$ cat src/rtl/rtc_int_ctrl.sv
// RTC interrupt controller: synchronises raw RTC-domain interrupts into PCLK,
// keeps per-channel level/edge status, clear handshake with timeout, and masking.
module rtc_int_ctrl #(
    parameter int                NUM_CH      = 2,
    parameter int                SYNC_STAGES = 2,
    parameter logic [NUM_CH-1:0] EDGE_MODE   = '0,
    parameter int                CLR_TIMEOUT = 255
) (
    input  logic              PCLK,
    input  logic              PRESETn,
    input  logic [NUM_CH-1:0] RawIntAsync,
    input  logic [NUM_CH-1:0] IntClr,
    input  logic [NUM_CH-1:0] IntMask,
    input  logic              ErrClr,
    output logic [NUM_CH-1:0] RawIntSync,
    output logic [NUM_CH-1:0] IntClear,
    output logic [NUM_CH-1:0] RIS,
    output logic [NUM_CH-1:0] MIS,
    output logic              IntOut,
    output logic [NUM_CH-1:0] ClrErr
);

    localparam int            CW          = $clog2(CLR_TIMEOUT + 1);
    localparam logic [CW-1:0] TIMEOUT_VAL = CW'(CLR_TIMEOUT);

    logic [SYNC_STAGES-1:0][NUM_CH-1:0] sync_q;
    logic [NUM_CH-1:0]                  raw_sync;

    logic [NUM_CH-1:0]         clear_q, clear_d;
    logic [NUM_CH-1:0][CW-1:0] cnt_q, cnt_d;
    logic [NUM_CH-1:0]         err_q, err_d;
    logic [NUM_CH-1:0]         stat_q, stat_d;
    logic [NUM_CH-1:0]         prev_q;
    logic [NUM_CH-1:0]         edge_rise;
    logic [NUM_CH-1:0]         timeout;

    assign raw_sync  = sync_q[SYNC_STAGES-1];
    assign edge_rise = raw_sync & ~prev_q;

    always_comb begin
        // NOTE: every next-state signal gets a default before the loop so no path leaves a latch.
        clear_d = '0;
        cnt_d   = '0;
        err_d   = err_q;
        stat_d  = '0;
        timeout = '0;
        for (int ch = 0; ch < NUM_CH; ch++) begin
            if (EDGE_MODE[ch]) begin
                // A fresh rising edge beats a coincident clear strobe.
                stat_d[ch] = edge_rise[ch] | (stat_q[ch] & ~IntClr[ch]);
            end else begin
                timeout[ch] = raw_sync[ch] & clear_q[ch] & (cnt_q[ch] == TIMEOUT_VAL);
                clear_d[ch] = raw_sync[ch] & ~timeout[ch] & (IntClr[ch] | clear_q[ch]);
                cnt_d[ch]   = clear_d[ch] ? cnt_q[ch] + CW'(1) : '0;
            end
            err_d[ch] = timeout[ch] | (err_q[ch] & ~ErrClr);
        end
    end

    always_ff @(posedge PCLK) begin
        // NOTE: synchronous reset clears the synchroniser chain too; all state uses <=.
        if (!PRESETn) begin
            sync_q  <= '0;
            prev_q  <= '0;
            stat_q  <= '0;
            clear_q <= '0;
            cnt_q   <= '0;
            err_q   <= '0;
        end else begin
            sync_q  <= {sync_q[SYNC_STAGES-2:0], RawIntAsync};
            prev_q  <= raw_sync;
            stat_q  <= stat_d;
            clear_q <= clear_d;
            cnt_q   <= cnt_d;
            err_q   <= err_d;
        end
    end

    assign RawIntSync = raw_sync;
    assign IntClear   = clear_q;
    assign RIS        = (EDGE_MODE & stat_q) | (~EDGE_MODE & raw_sync & ~clear_q);
    assign MIS        = RIS & IntMask;
    assign IntOut     = |MIS;
    assign ClrErr     = err_q;

endmodule
$ cat config.mk
export PLATFORM = sky130hd
export DESIGN_NAME = rtc_int_ctrl
export DESIGN_NICKNAME = d
export VERILOG_FILES = /design/src/rtl/rtc_int_ctrl.sv
export SDC_FILE = /design/constraint.sdc
export NUM_CORES = 1
export LEC_CHECK = 0
export CORE_AREA = 3 3 54 56
export CTS_BUF_LIST = sky130_fd_sc_hd__clkbuf_4 sky130_fd_sc_hd__clkbuf_8
export DETAILED_ROUTE_END_ITERATION = 6
export DIE_AREA = 0 0 57 59
export DONT_BUFFER_PORTS = 1
export SLEW_MARGIN = 20
export SYNTH_ARGS = -nofsm -noshare
export SYNTH_HDL_FRONTEND = slang
export SYNTH_SLANG_ARGS = --single-unit
$ cat constraint.sdc
create_clock -name PCLK -period 1.5 [get_ports PCLK]
set_input_delay 0.375 -clock PCLK [delete_from_list [all_inputs] [get_ports PCLK]]
set_output_delay 0.375 -clock PCLK [all_outputs]
set_load 0.1 [all_outputs]
==> results.json <==
{
  "ff2ff_path_depth": 4,
  "numCtsBuffers": 3,
  "post_drt_via_cell_ratio": 5.19,
  "end_kind": "output pin",
  "die_w_um": 57,
  "track_usage": 0.118,
  "dieArea_mm2": 0.00336,
  "yosysWarnings": 0,
  "layout.cells.non_filler": 145,
  "netlist_area_um2": 975,
  "hold_viol_final": 0,
  "path_max_fanout": 2,
  "insertion_delay_ps": 300,
  "nFillCells": 240,
  "violations": "setup timing",
  "portBuffers": 0,
  "cts_root_buf": "clkbuf_4",
  "period_minus_slack_ps": 1640,
  "rows": 18,
  "slowest_stage": "or2_4",
  "syn_inst": 101,
  "min_from": "PRESETn",
  "dpl.cell_count": 138,
  "grt_max_degree": 13,
  "tritoncts": "built",
  "ys_seq_elements": 24,
  "status": "finished, violations left",
  "fin_crit_sh": 1.09,
  "dp_hpwl_mm": 1.27,
  "clk_pin_slew_ps": 120,
  "start_kind": "flip-flop",
  "finalClockSkew_ps": 1.02,
  "internal_power_mw": 0.762,
  "p_per_area_mw_per_mm2": 869,
  "vdd_drop_max_v": 0.000403,
  "grt_pass1_wl_mm": 3.11,
  "drtIter0Drc": 10,
  "ff_latch_area_um2": 490,
  "postPlaceCellArea_mm2": 0.00110,
  "vias": 753,
  "crit_required_ps": 1120,
  "seq_area_frac_synth": 0.493,
  "grt_overflow_total": 0,
  "wirelength_mm": 1.79,
  "core_mm2": 0.00248,
  "multi_input_area_um2": 482,
  "maxSlewViolCount": 0,
  "finalWeightedCongestion": 0.748,
  "start_util": 0.393,
  "p_leak_nw": 0.445,
  "net-switching-power_mw": 0.256,
  "crit_chain": "nor2b_4, and2_4, or2_4",
  "timing.final.ws_setup_ps": -140,
  "worst_pin_slew_ps": 332,
  "cts_buffer_depth": 2,
  "reg2reg_slack_ps": 170,
  "setup_violations": 3,
  "whs_path_depth": 1,
  "slew_headroom": 0.779,
  "synth_nets": 112,
  "layout_commonest_cell": "dfxtp_1",
  "whs_ps": 171,
  "cpPeakStageDelay_ps": 370,
  "max_freq_mhz": 610,
  "clockPowerShare": 0.269,
  "cts_sinks": 24,
  "crit_type": "flip-flop to output pin",
  "p_sw_frac": 0.252,
  "avgRoutedWirePerCell_um": 12.4,
  "seq_power_share": 0.634,
  "final_util": 0.473,
  "cp.arrival_ps": 1260,
  "r2r_end": "cnt_q[3]",
  "nets": 128,
  "drc": 0,
  "dr.pass1.iters": 4,
  "ys_types": 23,
  "n_antenna_cell": 0,
  "htree_levels": 1,
  "whs_endpoint": "ClrErr[0]",
  "io_pins": 20,
  "r2r_start": "cnt_q[0]",
  "hp-class": "input port to flip-flop",
  "grt_pass1_vias": 736,
  "antenna_found_initial": 0,
  "ant_nets": 0,
  "syn-mean-instance-area_um2": 9.65,
  "layout-drive-gt1-share": 0.261,
  "pwr-share-comb": 0.097,
  "rsz0062_at_grt": "yes",
  "cts_hold_buf": 0,
  "final_cell_mix": "20 x dfxtp_1, 11 x buf_4, 10 x nor2_1",
  "fp.dieH_um": 59,
  "maxCapViolations": 0,
  "area_growth_pct": 20.3,
  "fin_area_mm2": 0.00117
}
## logic make-up (layout without fill, tap and decap cells)
kind of cell    Yosys count  count (layout)  synth area share
fa+ha+maj                 2               2            0.0257
simple gates             42              42             0.235
flops                    24              24             0.493
buf+inv                   7              21            0.0359
compound gates           20              20             0.157
xor+xnor                  6               6            0.0539
## registers in the layout, indices dropped and copies added, names as in the netlist
register,count
RawIntSync,2
IntClear,2
sync_q,2
ClrErr,2
cnt_q,16
## final cells by class
type	count	share of cell area
inverter	4	0.0128
multi-input combinational	70	0.411
sequential	24	0.418
timing repair buffer	14	0.107
tap	30	0.0320
clock buffer	3	0.0192
## worst max-delay path by stage
stage                       start      to  slack [ps]  cells past startpoint
global route          IntClear[0]  IntOut        -190                      3
finish              RawIntSync[0]  IntOut        -140                      3
detailed placement  RawIntSync[1]  IntOut         130                      3
CTS                 RawIntSync[0]  IntOut        -150                      3
floorplan             IntClear[1]  IntOut        -700                      3
global placement    RawIntSync[1]  IntOut         160                      3
## synthesized netlist by cell type
master / instances / area, um2
o211a_1: 2 / 20.0
dfxtp_1: 24 / 480
buf_2: 1 / 5.00
o21ai_0: 6 / 30.0
nor2b_1: 4 / 25.0
o21a_1: 2 / 15.0
o211ai_1: 2 / 15.0
nand4_1: 4 / 25.0
nand3_2: 2 / 20.0
nand2_1: 4 / 15.0
and2_1: 6 / 37.5
nor2_1: 10 / 37.5
ha_1: 2 / 25.0
o31ai_4: 2 / 42.5
nand3_1: 3 / 15.0
or3_1: 6 / 37.5
inv_1: 4 / 15.0
xor2_1: 4 / 35.0
nor3_1: 2 / 10.0
or2_2: 1 / 6.26
buf_4: 2 / 15.0
xnor2_1: 2 / 17.5
a21oi_1: 6 / 30.0
## power groups by stage
stage	registers (mW)	logic (mW)	clock network, mW
6_report	0.645	0.0987	0.274
5_1_grt	0.647	0.102	0.312
3_5_place_dp	0.662	0.0882	0
4_1_cts	0.646	0.0967	0.286
3_3_place_gp	0.661	0.0885	0
2_1_floorplan	0.667	0.0759	0
## critical path: cells and delay by family (launching register included)
family	cells	cell delay, ps
AND/OR/NAND/NOR	3	620
flip-flops	1	340
## metal layers
layer | up-vias | routed length [um] | GRT usage
met5 | - | 0 | 0
met4 | 0 | 41 | 0.0695
met3 | 5 | 153 | 0.0370
met2 | 23 | 767 | 0.192
met1 | 350 | 830 | 0.138
li1 | 375 | - | -
## stage by stage
stage	power [mW]	setup TNS, ps	setup slack (ps)
after detailed placement	0.750	0	128
after CTS	1.03	-258	-146
after global placement	0.749	0	162
after floorplan	0.743	-1350	-704
after global routing	1.06	-478	-188
final	1.02	-310	-140
## what timing repair did
action,4_1_cts,5_1_grt
resized for setup,5,2
cloned,0,0
setup endpoints to repair,5,5
hold endpoints to repair,0,0
setup buffers,3,1
pin swaps,1,0
(Power assumes the default switching activity.)
